[src/rtl/reg_universal.sv]
// Universal register: hold, load, clear, inc/dec, shift, rotate and arithmetic shift in place,
// with registered carry-out and zero flags. One operation per clock, result visible after the edge.

package reg_universal_pkg;
    typedef enum logic [3:0] {
        MODE_HOLD = 4'b0000,
        MODE_LOAD = 4'b0001,
        MODE_CLR  = 4'b0010,
        MODE_INC  = 4'b0011,
        MODE_DEC  = 4'b0100,
        MODE_SHL  = 4'b0101,
        MODE_SHR  = 4'b0110,
        MODE_ROL  = 4'b0111,
        MODE_ROR  = 4'b1000,
        MODE_ASR  = 4'b1001
    } mode_e;
endpackage

// One bit slice: picks the next value of its bit from itself, its neighbours, the load bit
// or the incoming carry/borrow of the ripple chains.
module reg_universal_cell
    import reg_universal_pkg::*;
(
    input  mode_e mode,
    input  logic  cur,
    input  logic  lo,
    input  logic  hi,
    input  logic  ld,
    input  logic  cy,
    input  logic  bw,
    output logic  nxt
);
    always_comb begin
        nxt = cur;
        case (mode)
            MODE_LOAD:                     nxt = ld;
            MODE_CLR:                      nxt = 1'b0;
            MODE_INC:                      nxt = cur ^ cy;
            MODE_DEC:                      nxt = cur ^ bw;
            MODE_SHL, MODE_ROL:            nxt = lo;
            MODE_SHR, MODE_ROR, MODE_ASR:  nxt = hi;
            default:                       nxt = cur;
        endcase
    end
endmodule

module reg_universal
    import reg_universal_pkg::*;
#(
    parameter int               WIDTH     = 8,
    parameter logic [WIDTH-1:0] RST_VALUE = '0
) (
    input  logic             clk,
    input  logic             rst,
    input  logic             en,
    input  logic [3:0]       mode,
    input  logic [WIDTH-1:0] d,
    input  logic             sin,
    output logic [WIDTH-1:0] q,
    output logic             cout,
    output logic             zero
);
    mode_e            op;
    logic [WIDTH-1:0] lo, hi, nxt;
    logic [WIDTH:0]   cy, bw;
    logic             wr, cout_nxt;

    assign op = mode_e'(mode);

    // cy[i]: all bits below i are ones (INC carries into i); bw[i]: all below are zeros (DEC borrows)
    assign cy[0] = 1'b1;
    assign bw[0] = 1'b1;

    for (genvar i = 0; i < WIDTH; i++) begin : g_bit
        assign cy[i+1] = cy[i] & q[i];
        assign bw[i+1] = bw[i] & ~q[i];

        if (i == 0) begin : g_lo_edge
            assign lo[i] = (op == MODE_ROL) ? q[WIDTH-1] : sin;
        end else begin : g_lo_mid
            assign lo[i] = q[i-1];
        end

        if (i == WIDTH-1) begin : g_hi_edge
            assign hi[i] = (op == MODE_ROR) ? q[0] :
                           (op == MODE_ASR) ? q[WIDTH-1] : sin;
        end else begin : g_hi_mid
            assign hi[i] = q[i+1];
        end

        reg_universal_cell u_cell (
            .mode (op),
            .cur  (q[i]),
            .lo   (lo[i]),
            .hi   (hi[i]),
            .ld   (d[i]),
            .cy   (cy[i]),
            .bw   (bw[i]),
            .nxt  (nxt[i])
        );
    end

    always_comb begin
        wr       = 1'b1;
        cout_nxt = 1'b0;
        case (op)
            MODE_LOAD, MODE_CLR:           cout_nxt = 1'b0;
            MODE_INC:                      cout_nxt = cy[WIDTH];
            MODE_DEC:                      cout_nxt = bw[WIDTH];
            MODE_SHL, MODE_ROL:            cout_nxt = q[WIDTH-1];
            MODE_SHR, MODE_ROR, MODE_ASR:  cout_nxt = q[0];
            default:                       wr       = 1'b0;  // HOLD and reserved codes
        endcase
    end

    always_ff @(posedge clk) begin
        if (rst) begin
            q    <= RST_VALUE;
            cout <= 1'b0;
            zero <= (RST_VALUE == '0);
        end else if (en && wr) begin
            q    <= nxt;
            cout <= cout_nxt;
            zero <= (nxt == '0);
        end
    end
endmodule

[config.mk]
export PLATFORM = sky130hd
export DESIGN_NAME = reg_universal
export DESIGN_NICKNAME = d
export VERILOG_FILES = /design/src/rtl/reg_universal.sv
export SDC_FILE = /design/constraint.sdc
export NUM_CORES = 1
export LEC_CHECK = 0
export CORE_UTILIZATION = 48
export DETAILED_ROUTE_END_ITERATION = 16
export PLACE_DENSITY = 0.74
export SYNTH_ARGS = -nofsm -noshare
export SYNTH_HDL_FRONTEND = slang
export SYNTH_SLANG_ARGS = --single-unit
[constraint.sdc]
create_clock -name clk -period 4.7 [get_ports clk]
set_input_delay 0.94 -clock clk [delete_from_list [all_inputs] [get_ports clk]]
set_output_delay 0.94 -clock clk [all_outputs]
set_load 0.005 [all_outputs]
# --- Yosys cells after proc, flatten, opt, wreduce, memory -nomap -nowiden ---
# Cells that the tools add are included.
word_totals:
  in_bits: 16
  reg_bits: 10
  output_inout_bits: 10
  wordCells: 67
op_classes:
  reduce_logical: 6
  bitwise: 36
  mux: 13
  n_eq_ne: 9
ops:
  columns: ["operator", "count"]
  rows:
  - ["$pmux 1 s6", 7]
  - ["$eq 4x3->1 const B", 4]
  - ["$and 1x1->1", 14]
  - ["$xor 1x1->1", 14]
  - ["$reduce_or 9->1", 1]
  - ["$eq 4x2->1 const B", 2]
  - ["$eq 4x4->1 const B", 2]
  - ["$logic_not 8->1", 1]
  - ["$not 1->1", 8]
  - ["$pmux 1 s5", 1]
  - ["$eq 4x1->1 const B", 1]
  - ["$mux 1", 4]
  - ["$pmux 1 s4", 1]
  - ["$reduce_or 2->1", 2]
  - ["$reduce_or 3->1", 1]
  - ["$logic_and 1x1->1", 1]

# --- Logic depth before layout (Yosys ltp) ---
# Gate-level depths: netlist (run 1).
depth:
  depth_word: 10
  depth_mapped: 9

# --- By module ---
# A second synthesis (run 1) with hierarchy kept.
hier_totals:
  cells_unflattened: 244
  hier_area_um2: 1974.4
modules_own_cells:
  columns: ["module", "cells_per_inst", "area_each_um2", "instances"]
  rows:
  - ["reg_universal_cell", 20, 157.7, 8]
  - ["reg_universal", 84, 713.2, 1]

# --- Worst setup path before layout (run 1) ---
# Ideal clock, no wire load.
synth_timing:
  path_kind: "input -> register"
  start: "in mode[0]"
  end: "reg zero"
  stages: 8
  path_buffers: 2
  setup_slack_ps: 2084
  t_required_ps: 4616
  arrival_ps: 2532
  path_cell_list: "buf_2 buf_2 mux2_2 a221oi_1 nor3_1 a211oi_1 o22ai_1 o31ai_2"
synth_via:
  elab_chain_len: 5
  word_cells_on_any_way: 27
synth_rtl:
  columns: ["element", "line", "rtl"]
  rows:
  - ["start, declared", "56", "input logic [3:0] mode,"]
  - ["$eq 4x4->1", "35, 86, 106", null]
  - ["$mux 1", "86", "(op == MODE_ASR) ? q[WIDTH-1] : sin;"]
  - ["$mux 1", "85", "assign hi[i] = (op == MODE_ROR) ? q[0] :"]
  - ["$pmux 1 s6", "35", "case (mode)"]
  - ["$logic_not 8->1", "124", "zero <= (nxt == '0);"]
  - ["end signal, assigned", "120", "zero <= (RST_VALUE == '0);"]
  - ["end signal, assigned", "124", null]
  - ["end, declared", "61", "output logic zero"]
# Several ways; a longest one is shown, not always the timed one.
# A chain may end at the register's enable or synchronous reset.

# --- Worst setup path in the final report (run 1) ---
layout_timing:
  start: "in mode[3]"
  end: "reg zero"
# The elaborated chain is that of the path after synthesis.

==> impl_results.md, run 1 <==
- Row cnt: 19
- Max Fclk: 0.285 GHz
- Max clock buf depth: 2
- Worst Path Arrival: 3.66 ns
- Primary FF master, synth: dfxtp_1
- CP Max Fanout: 21
- Clock transition at path regs: 0.07 ns
- Vias: 1601
- Post-synth EDFFs: 0
- Clock Root Buffer: clkbuf_4
- Cells after Synth: 200
- Final setup violation count: 0
- Synth top area cells: dfxtp_1 14%, a21oi_1 8.1%, nor2_1 5.8%
- Post-CTS setup buffers: 0
- CTS resizes: 0
- Die Y: 56.3 um
- Top-area cell type share of the netlist area: 14.1%
- Status: finished clean
- Unrepaired setup endpoints after global routing: false
- CP Capture Type: register
- Core Region: 2780 um^2
- First-pass GRT wire length: 6.59 mm
- WP data required: 4.86 ns
- Slew of the pin with the lowest slew margin: 0.895 ns
- Final worst path period share: 74.6%
- Detailed-route DRC error count: 0
- Fillers: 256
- Synthesis-stage register bit count: 10
- Antenna violations before repair: 0
- Cell variety after synth: 60
- WL final: 3.92 mm
- Most common library cells after synthesis: 23 x a21oi_1, 22 x nor2_1, 14 x o21ai_0
- TritonRoute pass-1 iters: 4
- GRT overflow: 0
- Layout area overhead: 13.0%
- Crit Path Class: in -> reg
- IO Port Bufs: 25
- Iter 0 DRT Violations: 83
- Relative slew slack: 39.6%
- Hold/Removal Path Class: reg -> reg
- Largest net degree at the start of global routing: 28
- Top-level I/O count: 26
- Inst Count DP: 230
- Detailed placement HPWL: 2.83 mm
- Routed Antenna Nets: 0
- CTS Buf Count: 3
- Fraction of the yosys area taken by sequential cells: 14.1%
- Power Total: 0.315 mW
- Synth Area per Inst: 7.08 um^2
- Post-Layout Cell Count: 234
- Ant diodes: 0
- Die ar.: 3170 um^2
- Number of global-route vias before repair: 1431
- Leakage: 0.573 nW
- Synth area leader: dfxtp_1
- Most common cell in the synthesized netlist: a21oi_1
- Synth Net Count: 216
- Fin Setup TNS: 0 ns
- Cts hold-fix bufs: 0
- Fin nets: 220
- Worst vdd ir: 0.240 mV
- Max Cap Violations: 0
- Hold_ws: 0.518 ns
- Share of cells above drive strength 1: 11.8%
- Mapped Area: 1420 um^2
- Crit start category: primary input
- Asr flop ratio synth: 0%
- Hold Vio Cnt, Final: 0
- Synthesis Warnings: 0
- TritonCTS clock tree: built
- Avg Vias per Cell: 6.84
- H-tree depth: 1
- Tmin final: 3.50 ns
- Die width: 56.3 um
- Gpl congestion: 0.967
- Max-slew violations: 0
- Pwr dens: 197 nW/um^2
- Sink Count: 10
- Final Skew: 0.00518 ns
- Total GRT Usage: 25.9%
- Average wire per standard cell: 16.8 um
- Clk_lat worst skew: 0.27 ns
- Starting Density: 50.9%
[cells in the final DEF (no fill, tap or decap), drive strengths merged, types with 4 or more instances in the layout]
cell / instances
o21ai: 14
nand3: 5
nor2b: 5
nor2: 22
a311oi: 4
mux2: 6
clkdlybuf4s50: 25
clkbuf: 4
dfxtp: 10
nand2b: 6
nor3: 8
nand2: 6
a21oi: 24
[registers in the layout, summed over array words and instances, names as in the netlist]
signal and flops:
cout 1, q 8, zero 1
[cells by family after synthesis]
logic type	count (synthesis)	share of synthesized area, %
DFF	10	14.1
AOI/OAI and AO/OA	71	33.9
xor gates and xnor gates	1	0.619
and+or+nand+nor	78	32.6
buffers and inverters	31	11.8
muxes	9	6.90
[where the power goes]
part	switching (mW)	internal, mW	leakage, nW
Clock	0.0307	0.0471	0.0210
Combinational	0.0647	0.0640	0.470
Sequential	0.0175	0.0912	0.0823
Total	0.113	0.202	0.573
[final timing paths]
| check | start | endpoint | slack (ns) | depth (start not counted) |
|---|---|---|---|---|
| hold / removal | zero$_SDFFE_PP1P_ | zero$_SDFFE_PP1P_ | 0.52 | 2 |
| setup / recovery | mode[3] | zero$_SDFFE_PP1P_ | 1.20 | 7 |
| setup reg to reg | q[1]$_SDFFE_PP0P_ | cout$_SDFFE_PP0P_ | 2.39 | 4 |
| hold reg to reg | zero$_SDFFE_PP1P_ | zero$_SDFFE_PP1P_ | 0.52 | 2 |
[cell type report]
class | count | area (um^2) | area share [%]
inverters | 3 | 11.3 | 0.704
clock buffers | 4 | 36.3 | 2.27
repair buffers | 27 | 265 | 16.6
multi-input cells | 159 | 1050 | 65.5
flip-flops and latches | 10 | 200 | 12.5
well taps | 31 | 38.8 | 2.43
[metal layers]
metal  part of all wire [%]  track usage (%)  vias up  wire length, um
li1                       -                -      755                -
met1                     41             34.9      732             1600
met2                     48             41.2      101             1870
met3                    8.9             4.84       13              350
met4                    2.5             9.41        0               97
met5                      0                0        -                0
[per-stage QoR]
| stage | setup slack [ns] | util, % | cell area, um^2 |
|---|---|---|---|
| floorplan | 2.08 | - | 1420 |
| global placement | 0.944 | 56.2 | 1560 |
| detailed placement | 0.945 | 56.2 | 1560 |
| CTS | 1.23 | 57.5 | 1600 |
| global route | 1.00 | 57.5 | 1600 |
| finish | 1.20 | 57.5 | 1600 |
[critical path: stages]
cell and delay, ns:
clkdlybuf4s50_1 0.91, nor3b_1 0.42, a21oi_1 0.12, o311ai_0 0.76
nor3_2 0.08, o32ai_1 0.34, o31ai_2 0.09
No activity file was read; power rests on OpenSTA's default activity.
==> run 2: changes to the inputs <==
Clock period 4.7 ns to 3.4 ns, I/O delays scaled along.
==> run 2 against run 1 <==
Compared with the run above:
- first-iteration DRC count down 12%
- global-route usage increased by 0.12 points
- clock skew rose by 0.00073 ns
- via count down 1.9%
- largest power group unchanged
- sequential share of layout area is 0.35 points lower
- critical path type unchanged
- utilization is 1.7 points higher
- critical endpoint unchanged
==> impl_results.md, run 2 (synthesized netlist as in run 1, its figures left out) <==
- Most frequent cells in the layout: 25 x clkdlybuf4s50_1, 23 x a21oi_1, 22 x nor2_1, 14 x o21ai_0 (was 25 x clkdlybuf4s50_1, 23 x a21oi_1, 22 x nor2_1, 14 x o21ai_0, 10 x dfxtp_1)
- Hold Startpoint: zero$_SDFFE_PP1P_ (unchanged)
- Die width: 56.3 um (unchanged)
- Share of cells above drive strength 1: 14.8% (was 11.8%)
- Wl on met1: 1.66 mm (was 1.60 mm)
- WP data required: 3.55 ns (was 4.86 ns)
- Iter 0 DRT Violations: 73 (was 83)
- CP Max Fanout: 20 (was 21)
- Pwr dens: 251 nW/um^2 (was 197 nW/um^2)
- Vias: 1570 (was 1601)
- TritonCTS clock tree: built (unchanged)
- Ant diodes: 0 (unchanged)
- Status: finished clean (unchanged)
- GRT overflow: 0 (unchanged)
- WL met3: 243 um (was 350 um)
- Hold Path Sink: zero$_SDFFE_PP1P_ (unchanged)
- Die Y: 56.3 um (unchanged)
- CP cell instances: clkdlybuf4s50_1 -> nor3b_1 -> nor2_1 -> o311ai_0 -> buf_4 -> nor3_2 -> o32ai_1 -> o31ai_2 (was clkdlybuf4s50_1 -> nor3b_1 -> a21oi_1 -> o311ai_0 -> nor3_2 -> o32ai_1 -> o31ai_2)
- Post-CTS setup buffers: 0 (unchanged)
- Clock Root Buffer: clkbuf_4 (unchanged)
- Launching point of the worst reg2reg path: q[0]$_SDFFE_PP0P_ (was q[1]$_SDFFE_PP0P_)
- Tmin final: 2.99 ns
- Leakage: 0.605 nW (was 0.573 nW)
- Hold Vio Cnt, Final: 0 (unchanged)
- Max-slew violations: 0 (unchanged)
- R2r setup slk: 1.34 ns (was 2.39 ns)
- Hold/Removal Path Class: reg -> reg (unchanged)
- CTS resizes: 0 (unchanged)
- Crit Path Class: in -> reg (unchanged)
- Final worst path period share: 87.8%
- Fin Setup TNS: 0 ns (unchanged)
- Max Fclk: 0.335 GHz
- CP Capture Type: register (unchanged)
- TritonRoute pass-1 iters: 4 (unchanged)
- Row cnt: 19 (unchanged)
- Worst reg2reg endpoint: zero$_SDFFE_PP1P_ (was cout$_SDFFE_PP0P_)
- Leading cell type in the layout, fill and taps excluded: clkdlybuf4s50_1 (unchanged)
- Antenna violations before repair: 0 (unchanged)
- Slew of the pin with the lowest slew margin: 0.606 ns (was 0.895 ns)
- Final setup violation count: 0 (unchanged)
- Critical-path top delay cell: clkdlybuf4s50_1 (unchanged)
- Power Total: 0.413 mW (was 0.315 mW)
- CP peak stage delay: 0.72 ns (was 0.91 ns)
- Hold_ws: 0.492 ns (was 0.518 ns)
- Clk_lat worst skew: 0.26 ns (was 0.27 ns)
- Fillers: 256 (unchanged)
- Core Region: 2780 um^2 (unchanged)
- Fin nets: 228 (was 220)
- Layout area overhead: 16.3% (was 13.0%)
- Area after DPL: 1620 um^2 (was 1560 um^2)
- Die ar.: 3170 um^2 (unchanged)
- Worst Path Arrival: 3.14 ns (was 3.66 ns)
- Final instance area: 1650 um^2 (was 1600 um^2)
- Routed Antenna Nets: 0 (unchanged)
- Relative slew slack: 59.5% (was 39.6%)
- Gpl congestion: 0.928 (was 0.967)
- CTS Buf Count: 3 (unchanged)
- Max clock buf depth: 2 (unchanged)
- Cts hold-fix bufs: 0 (unchanged)
- IO Port Bufs: 25 (unchanged)
- Average wire per standard cell: 15.9 um (was 16.8 um)
- Crit start category: primary input (unchanged)
- Final Skew: 0.00591 ns (was 0.00518 ns)
- Largest register FFs: 8 (unchanged)
- Top reg by flops: q (unchanged)
- Max Cap Violations: 0 (unchanged)
- Avg Vias per Cell: 6.51 (was 6.84)
- Top-level I/O count: 26 (unchanged)
- First-pass GRT wire length: 6.68 mm (was 6.59 mm)
- Top Metal Used: met4 (unchanged)
- Biggest regs: q x8, cout x1, zero x1 (unchanged)
- Total GRT Usage: 26.0% (was 25.9%)
- Met2 WL: 1.87 mm (about the same)
- Worst reg-to-reg path cell count: 7 (was 4)
- Worst vdd ir: 0.313 mV (was 0.240 mV)
- Sink Count: 10 (unchanged)
- Clock transition at path regs: 0.06 ns (was 0.07 ns)
- WL final: 3.82 mm (was 3.92 mm)
- Hold Path Stages: 2 (unchanged)
- Detailed-route DRC error count: 0 (unchanged)
- Number of global-route vias before repair: 1427 (was 1431)
- Largest net degree at the start of global routing: 28 (unchanged)
- Unrepaired setup endpoints after global routing: false (unchanged)
- Starting Density: 50.9% (unchanged)
- Detailed placement HPWL: 2.85 mm (was 2.83 mm)
- H-tree depth: 1 (unchanged)
==> run 2: changes by cell type in the layout (fill, tap and decap cells not counted) <==
cell      delta
buf_4        +8
clkbuf_8     -1
==> run 2: layout make-up <==
type	count	area, um^2	share of cell area, %
Multi-Input combinational cell	159	1050	63.6
Timing Repair Buffer	35	325	19.8
Sequential cell	10	200	12.2
Tap cell	31	38.8	2.36
Clock buffer	3	22.5	1.37
Inverter	3	11.3	0.684
==> run 2: metal layers <==
metal  GRT usage (%)  vias up
met3            4.38        6
met1            35.7      726
met2            43.2       70
met4            4.88        0
li1                -      768
met5               0        -
==> run 2: worst max-delay path: cells and delay by family <==
family / cells / cell delay (ns)
simple gates: 3 / 0.61
compound gates: 3 / 0.90
buf+inv: 2 / 0.93
==> run 2: how the worst max path moves through the flow <==
stage               cells after the start           endpoint  startpoint
global placement                        8  zero$_SDFFE_PP1P_     mode[1]
CTS                                     8  zero$_SDFFE_PP1P_     mode[2]
detailed placement                      8  zero$_SDFFE_PP1P_     mode[2]
floorplan                               8  zero$_SDFFE_PP1P_     mode[0]
global route                            8  zero$_SDFFE_PP1P_     mode[2]
finish                                  8  zero$_SDFFE_PP1P_     mode[2]
==> run 2: power breakdown <==
part	leakage [nW]	total (mW)	internal (mW)	switching (mW)
Clock	0.0138	0.0788	0.0408	0.0380
Sequential	0.0823	0.149	0.126	0.0225
Combinational	0.509	0.185	0.0958	0.0896
Total	0.605	0.413	0.263	0.150
==> run 2: through the flow <==
stage / cells / util [%] / setup WS (ns)
after detailed placement: 238 / 58.3 / 0.182
after floorplan: 200 / - / 1.04
final: 241 / 59.2 / 0.413
after CTS: 241 / 59.2 / 0.449
after global routing: 241 / 59.2 / 0.217
after global placement: 238 / 58.3 / 0.207
==> run 3: changes to the inputs <==
Settings changed: PLACE_DENSITY 0.74 to 0.78.
==> run 3 against run 2 <==
Compared with the run above:
- die area unchanged
- non-clock buffer count shrank 1
- highest routed layer unchanged
- wire length increased by 1.1%
- register-to-register slack got worse by 0.08 ns
- combinational power about the same
- clock skew shrank 0.0051 ns
- largest cell class unchanged
- flip-flop and latch count is the same
- cell count down 0.41%
- critical path depth rose by 1
- global-route usage increased by 0.63 points
- sequential power about the same
- largest power group unchanged
- utilization down 0.27 points
==> impl_results.md, run 3 (synthesized netlist as in run 1, its figures left out) <==
- Final setup violation count: 0 (unchanged)
- Vias: 1594 (was 1570)
- TritonRoute pass-1 iters: 5 (was 4)
- Cts hold-fix bufs: 0 (unchanged)
- Gpl congestion: 0.925 (was 0.928)
- Most frequent cells in the layout: 25 x clkdlybuf4s50_1, 23 x a21oi_1, 22 x nor2_1, 14 x o21ai_0, 10 x dfxtp_1 (was 25 x clkdlybuf4s50_1, 23 x a21oi_1, 22 x nor2_1, 14 x o21ai_0)
- Status: finished clean (unchanged)
- Worst Path Arrival: 3.10 ns (was 3.14 ns)
- Routed Antenna Nets: 0 (unchanged)
- Biggest regs: q x8, cout x1, zero x1 (unchanged)
- Fillers: 272 (was 256)
- R2r setup slk: 1.26 ns (was 1.34 ns)
- Leading cell type in the layout, fill and taps excluded: clkdlybuf4s50_1 (unchanged)
- Max-slew violations: 0 (unchanged)
- CTS Buf Count: 3 (unchanged)
- CP Max Fanout: 23 (was 20)
- Hold Vio Cnt, Final: 0 (unchanged)
- Tmin final: 2.96 ns (was 2.99 ns)
- Fin nets: 227 (was 228)
- Max Cap Violations: 0 (unchanged)
- Number of global-route vias before repair: 1436 (was 1427)
- Largest register FFs: 8 (unchanged)
- CP Capture Type: register (unchanged)
- Unrepaired setup endpoints after global routing: false (unchanged)
- Relative slew slack: 63.9% (was 59.5%)
- Die ar.: 3170 um^2 (unchanged)
- Die Y: 56.3 um (unchanged)
- Core Region: 2780 um^2 (unchanged)
- WL final: 3.86 mm (was 3.82 mm)
- Antenna violations before repair: 0 (unchanged)
- TritonCTS clock tree: built (unchanged)
- Fin Setup TNS: 0 ns (unchanged)
- Max Fclk: 0.338 GHz (was 0.335 GHz)
- Hold/Removal Path Class: reg -> reg (unchanged)
- Detailed placement HPWL: 2.88 mm (was 2.85 mm)
- First-pass GRT wire length: 6.82 mm (was 6.68 mm)
- Row cnt: 19 (unchanged)
- Final Skew: 0.000831 ns (was 0.00591 ns)
- Worst vdd ir: 0.294 mV (was 0.313 mV)
- Avg Vias per Cell: 6.64 (was 6.51)
- WP data required: 3.54 ns (was 3.55 ns)
- Largest net degree at the start of global routing: 27 (was 28)
- Total GRT Usage: 26.7% (was 26.0%)
- H-tree depth: 1 (unchanged)
- Crit Path Class: in -> reg (unchanged)
- Ant diodes: 0 (unchanged)
- Top reg by flops: q (unchanged)
- Layout area overhead: 15.7% (was 16.3%)
- Average wire per standard cell: 16.1 um (was 15.9 um)
- Clk_lat worst skew: 0.26 ns (about the same)
- CTS resizes: 0 (unchanged)
- Final Core Density: 58.9% (was 59.2%)
- Clock transition at path regs: 0.06 ns (about the same)
- IO Port Bufs: 25 (unchanged)
- Post-CTS setup buffers: 0 (unchanged)
- Top-level I/O count: 26 (unchanged)
- Share of cells above drive strength 1: 14.4% (was 14.8%)
- Die width: 56.3 um (unchanged)
- Iter 0 DRT Violations: 70 (was 73)
- Pwr dens: 251 nW/um^2 (about the same)
- Crit start category: primary input (unchanged)
- Multi-input gate area: 1050 um^2 (unchanged)
- Detailed-route DRC error count: 0 (unchanged)
- Sink Count: 10 (unchanged)
- Starting Density: 50.9% (unchanged)
- Register area: 200 um^2 (unchanged)
- Slew of the pin with the lowest slew margin: 0.537 ns (was 0.606 ns)
- Clock Root Buffer: clkbuf_4 (unchanged)
- Leakage: 0.600 nW (was 0.605 nW)
- Final worst path period share: 87.0% (was 87.8%)
- Max clock buf depth: 2 (unchanged)
- GRT overflow: 0 (unchanged)
-- run 3: critical path: stages --
cell             delay, ns
clkdlybuf4s50_1       0.57
buf_4                 0.27
nor4bb_1              0.35
a21oi_1               0.07
o311ai_0              0.40
buf_4                 0.21
nor3_2                0.04
o32ai_1               0.43
o31ai_2               0.08
-- run 3: path summary, 6_finish.rpt --
| path | depth (start not counted) | start | endpoint |
|---|---|---|---|
| worst max-delay path | 9 | mode[2] | zero$_SDFFE_PP1P_ |
| worst min-delay path | 2 | zero$_SDFFE_PP1P_ | zero$_SDFFE_PP1P_ |
| worst min register to register | 2 | zero$_SDFFE_PP1P_ | zero$_SDFFE_PP1P_ |
| worst max register to register | 6 | q[0]$_SDFFE_PP0P_ | zero$_SDFFE_PP1P_ |
-- run 3: power by group --
part	switching [mW]	internal, mW	total, mW
registers	0.0232	0.126	0.149
logic	0.0899	0.0948	0.185
clock network	0.0360	0.0407	0.0767
-- run 3: final cells by class --
type	instances	area share, %
Multi-Input combinational cell	159	63.9
Timing Repair Buffer	34	19.4
Sequential cell	10	12.2
Tap cell	31	2.37
Clock buffer	3	1.38
Inverter	3	0.688
-- run 3: through the flow --
| stage | instances | setup slack (ns) | hold slack (ns) | area, um^2 | total power, mW |
|---|---|---|---|---|---|
| floorplan | 200 | 1.04 | 0.476 | 1420 | 0.276 |
| global placement | 237 | 0.279 | 0.465 | 1620 | 0.329 |
| detailed placement | 237 | 0.250 | 0.475 | 1620 | 0.333 |
| CTS | 240 | 0.519 | 0.489 | 1640 | 0.411 |
| global route | 240 | 0.308 | 0.509 | 1640 | 0.446 |
| finish | 240 | 0.443 | 0.490 | 1640 | 0.411 |
-- run 3: metal layers --
metal | up-vias | track usage, % | routed length, um
met3 | 8 | 5.99 | 248
met4 | 0 | 6.97 | 77
met5 | - | 0 | 0
li1 | 765 | - | -
met1 | 765 | 35.0 | 1640
met2 | 56 | 44.0 | 1900
==> RTL edit 1: new RTL, flow settings as in run 2 <==
Register the inputs `en`, `mode`, `d` and `sin` before use, without a reset. The logic sees them one clock later.
--- a/src/rtl/reg_universal.sv
+++ b/src/rtl/reg_universal.sv
@@ -60,12 +60,25 @@
     output logic             cout,
     output logic             zero
 );
+
+    logic en_q;
+    logic [3:0] mode_q;
+    logic [WIDTH-1:0] d_q;
+    logic sin_q;
+
+    always_ff @(posedge clk) begin
+        en_q   <= en;
+        mode_q <= mode;
+        d_q    <= d;
+        sin_q  <= sin;
+    end
+
     mode_e            op;
     logic [WIDTH-1:0] lo, hi, nxt;
     logic [WIDTH:0]   cy, bw;
     logic             wr, cout_nxt;
 
-    assign op = mode_e'(mode);
+    assign op = mode_e'(mode_q);
 
     // cy[i]: all bits below i are ones (INC carries into i); bw[i]: all below are zeros (DEC borrows)
     assign cy[0] = 1'b1;
@@ -76,14 +89,14 @@
         assign bw[i+1] = bw[i] & ~q[i];
 
         if (i == 0) begin : g_lo_edge
-            assign lo[i] = (op == MODE_ROL) ? q[WIDTH-1] : sin;
+            assign lo[i] = (op == MODE_ROL) ? q[WIDTH-1] : sin_q;
         end else begin : g_lo_mid
             assign lo[i] = q[i-1];
         end
 
         if (i == WIDTH-1) begin : g_hi_edge
             assign hi[i] = (op == MODE_ROR) ? q[0] :
-                           (op == MODE_ASR) ? q[WIDTH-1] : sin;
+                           (op == MODE_ASR) ? q[WIDTH-1] : sin_q;
         end else begin : g_hi_mid
             assign hi[i] = q[i+1];
         end
@@ -93,7 +106,7 @@
             .cur  (q[i]),
             .lo   (lo[i]),
             .hi   (hi[i]),
-            .ld   (d[i]),
+            .ld   (d_q[i]),
             .cy   (cy[i]),
             .bw   (bw[i]),
             .nxt  (nxt[i])
@@ -118,7 +131,7 @@
             q    <= RST_VALUE;
             cout <= 1'b0;
             zero <= (RST_VALUE == '0);
-        end else if (en && wr) begin
+        end else if (en_q && wr) begin
             q    <= nxt;
             cout <= cout_nxt;
             zero <= (nxt == '0);
Function: changed (Yosys sat finds a counterexample within 4 cycles, from zero or initial values and one cycle with rst high).
==> RTL edit 1 against run 2 <==
  * Design area rose by 8.1%
  * Via count fell by 6.8%
  * Sequential cell count rose by 14
  * Wire length fell by 14%
  * Power rose by 67%
  * Setup slack improved by 390 ps
  * Synthesized cell count rose by 2.0%
  * Combinational power fell by 22%
  * Final cell count rose by 4.1%
  * Synthesized area rose by 11%
  * Critical endpoint is now q[7]
  * Largest cell class unchanged
  * Highest routed layer unchanged
==> RTL edit 1: results (changes against run 2) <==
* Top delay family on crit path: compound AO/OA/AOI/OAI gates
* Critical-path cell with the highest stage delay: dfxtp_1
* Max Clock Skew at 4.872 ps (-1.039 ps)
* Peak supply drop at 0.2276 mV (-27%)
* GRT Total Usage at 0.2085 (-0.05174)
* Final net count at 224 (-1.8%)
* Syn. warnings at 0 (unchanged)
* Crit path from: mode_q[0]
* Met3 wire length at 216 um (-11%)
* Met2 Wirelength at 1544 um (-17%)
* CTS Buf Count at 3 (unchanged)
* Clock root cell: clkbuf_4
* CTS Buffer Depth at 2 (unchanged)
* Regs by FF count: d_q: 8 flops, q: 8 flops, mode_q: 4 flops
* GR Util met1 at 0.2890 (-0.06796)
* Met2 Track Usage GR at 0.3291 (-0.1029)
* Setup slack, reg-to-reg at 800 ps (-540 ps)
* Ys flop type: dfxtp_1
* Detailed Place HPWL at 2417 um (-15%)
* CP Max Fanout at 23 (+15%)
* Share of post-route cells with drive strength above 1 at 0.06280 (-0.08482)
* DR pass1 iterations at 4 (unchanged)
* Worst Min Path Start: cout
* Cells taking the most area after synthesis: dfxtp_1 30%, a21oi_1 6.3%, o21ai_0 5.4%
* Worst hold margin at 504.4 ps (+12.06 ps)
* Number of global-route vias before repair at 1274 (-11%)
* List of most frequent post-synthesis cells: 24 x dfxtp_1, 20 x a21oi_1, 19 x nor2_1, 17 x o21ai_0, 13 x nand2_1
* CP peak stage delay at 870 ps (+150 ps)
* CP arrival at 2810 ps (-330 ps)
* Global-route wire length before repair at 5644 um (-15%)
* Slew @ Worst Pin at 798.4 ps (+192.5 ps)
* GPL Wtd Cong at 0.9018 (-2.8%)
* N_diodes at 0 (unchanged)
* Run status: finished clean
* P_leak at 0.6374 nW (+5.4%)
* Worst hold path class: reg -> reg
* Largest net degree at the start of global routing at 25 (-11%)
* Max layer used: met4
* Post-synth cell types at 52 (-13%)
* Post-synthesis sequential area ratio at 0.3048 (+0.1633)
* Worst-path clk slew at 130 ps (+70 ps)
* Wire length per cell at 13.16 um (-17%)
* Worst-Skew Late Latency at 320 ps (+60 ps)
* M1 wire length at 1502 um (-9.5%)
* Initial antenna violation count at 0 (unchanged)
* Vias per inst at 5.833 (-10%)
* H-tree depth at 1 (unchanged)
* Fill cell count at 285 (+11%)
* GR Util met3 at 0.02620 (-0.01758)
* Initial DRC Count at 85 (+16%)
* Port bufs at 25 (unchanged)
* Ys async rst share at 0 (unchanged)
* Net Switching at 0.1898 mW (+26%)
* PostCTS Resize Cnt at 0 (unchanged)
* Post-synth EDFFs at 0 (unchanged)
* Setup Buffers After CTS at 0 (unchanged)
==> RTL edit 1: cell types whose count changed after synthesis, moves of 4 or more <==
cell,run 2,this run
and2_1,1,6
clkbuf_1,11,7
dfxtp_1,10,24
mux2_2,6,0
nand2_1,6,13
nor2b_1,5,1
==> RTL edit 1: power by group through the flow <==
stage	sequential [mW]	clock (mW)	combinational, mW
6_report	0.336	0.208	0.144
2_1_floorplan	0.316	0	0.129
3_3_place_gp	0.341	0	0.142
5_1_grt	0.341	0.230	0.161
4_1_cts	0.335	0.214	0.144
3_5_place_dp	0.342	0	0.143
==> RTL edit 1: path summary, 6_finish.rpt <==
path	endpoint	cells past startpoint
max	q[7]	6
min	cout	2
max reg2reg	q[7]	6
min reg2reg	cout	2
==> RTL edit 1: stage by stage <==
step,total power [mW],util,area [um2],setup WS (ps),cells
2_1_floorplan,0.4445,-,1577,1440,204
3_3_place_gp,0.4827,0.5610,1727,950.5,247
3_5_place_dp,0.4847,0.5610,1727,873.5,247
4_1_cts,0.6931,0.5780,1779,794.6,251
5_1_grt,0.7316,0.5780,1779,544.5,251
6_report,0.6881,0.5780,1779,804.7,251
==> RTL edit 1: area by class of cell <==
| type | count | share of cell area |
|---|---|---|
| clock inverters | 1 | 0.01688 |
| clock buffers | 3 | 0.01266 |
| multi-input cells | 150 | 0.5190 |
| well taps | 44 | 0.03094 |
| repair buffers | 25 | 0.1406 |
| flip-flops and latches | 24 | 0.2700 |
| inverters | 4 | 0.009845 |
==> RTL edit 1: kinds of logic after synthesis <==
| family | Yosys count | share of synthesized area |
|---|---|---|
| AOI/OAI and AO/OA | 74 | 0.3079 |
| and+or+nand+nor | 72 | 0.2532 |
| buffers and inverters | 30 | 0.1095 |
| DFF | 24 | 0.3048 |
| muxes | 3 | 0.01905 |
| xor gates and xnor gates | 1 | 0.005557 |
==> RTL edit 2: new RTL, flow settings as in run 2 <==
Without the edit above. Change the parameter `WIDTH` from 8 to 6.
--- a/src/rtl/reg_universal.sv
+++ b/src/rtl/reg_universal.sv
@@ -47,7 +47,7 @@
 module reg_universal
     import reg_universal_pkg::*;
 #(
-    parameter int               WIDTH     = 8,
+    parameter int               WIDTH     = 6,
     parameter logic [WIDTH-1:0] RST_VALUE = '0
 ) (
     input  logic             clk,
Interface: changed (resized d and q); port bits go from 26 to 22. No check against the original RTL was run, so the function may have changed too.
==> RTL edit 2 against run 2 <==
  * Maximum frequency rose by 5.9%
  * Power fell by 31%
  * Via count fell by 41%
  * Setup slack improved by 170 ps
  * Register-to-register slack improved by 60 ps
  * Synthesized area fell by 40%
  * Critical path depth fell by 2
  * Sequential cell count fell by 2
  * Design area fell by 37%
  * Sequential power fell by 22%
  * Wire length fell by 45%
  * Critical path type unchanged
  * Highest routed layer unchanged
==> RTL edit 2: results (changes against run 2) <==
* DP Area at 1020 um2 (-37%)
* Rel. slew slack at 0.5660 (-0.02885)
* Vias per inst at 6.577 (+0.97%)
* Setup slack, reg-to-reg at 1400 ps (+60 ps)
* Placement Setup Slack at 330.5 ps (+148.4 ps)
* CP arrival at 3000 ps (-140 ps)
* Design Area, Final at 1042 um2 (-37%)
* Non-CTS inverters at 0 (-3)
* Cells taking the most area after synthesis: dfxtp_1 19%, buf_4 6.2%, nor2_1 4.5%
* Setup WS post-layout at 578.7 ps (+165.4 ps)
* Worst hold path class: reg -> reg
* Count leader, synth: nor2_1
* Cells after Synth at 114 (-43%)
* Combinational power at 0.0957 mW (-48%)
* Wire length per cell at 14.87 um (-6.2%)
* GRT Total Usage at 0.2327 (-0.02752)
* Number of global-route vias before repair at 755 (-47%)
* Global-route wire length before repair at 3415 um (-49%)
* Fill cell count at 146 (-43%)
* Sequential cell area share at 0.1537 (+0.03199)
* Num rows at 14 (-5)
* Port bufs at 21 (-16%)
* Max Clock Skew at 1.751 ps (-4.161 ps)
* Clock net power at 0.0731 mW (-7.2%)
* P_leak at 0.3690 nW (-39%)
* Largest net degree at the start of global routing at 22 (-21%)
* Yosys reg bits at 8 (-2)
* Reg2Reg Depth at 6 (-1)
* Synth Net Count at 128 (-41%)
* Detailed Place HPWL at 1526 um (-46%)
* ClkCell Share at 0.02161 (+0.007920)
* Setup crit end: cout
* Share of post-route cells with drive strength above 1 at 0.1349 (-0.01270)
* Post-synth cell types at 46 (-23%)
* Final non-clock buffer share at 0.2377 (+0.03998)
* Number of multi-input logic gates at 89 (-44%)
* Run status: finished clean
* Power Internal at 0.1950 mW (-26%)
* CP Max Fanout at 8 (-60%)
* GPL Wtd Cong at 0.7917 (-15%)
* List of most frequent post-synthesis cells: 10 x nor2_1, 8 x clkbuf_1, 8 x dfxtp_1, 7 x buf_4, 7 x nand2_1
RTL edit 2: cell types whose count changed after synthesis, sizes merged, moves of 4 or more:
cell,run 2,this run
mux2,6,2
buf,17,9
o21ai,14,6
nand2b,6,2
nor2,22,10
a21oi,24,4
a311oi,4,0
RTL edit 2: metal layers:
metal / share of wire / global-route usage
met2: 0.45 / 0.3731
met5: 0 / 0
met4: 0.0043 / 0.03636
met1: 0.47 / 0.3191
met3: 0.070 / 0.06250
RTL edit 2: worst min-delay path by stage:
stage,start,end,slack [ps],depth (start not counted)
3_5_place_dp,zero,zero,470,2
4_1_cts,zero,zero,490,2
6_report,zero,zero,490,2
3_3_place_gp,zero,zero,470,2
2_1_floorplan,zero,zero,470,2
5_1_grt,zero,zero,510,2
RTL edit 2: cells by family after synthesis:
kind of cell,share of synthesized area
xor gates and xnor gates,0.01039
and+or+nand+nor,0.3205
AOI/OAI and AO/OA,0.3160
muxes,0.05489
buffers and inverters,0.1083
DFF,0.1899
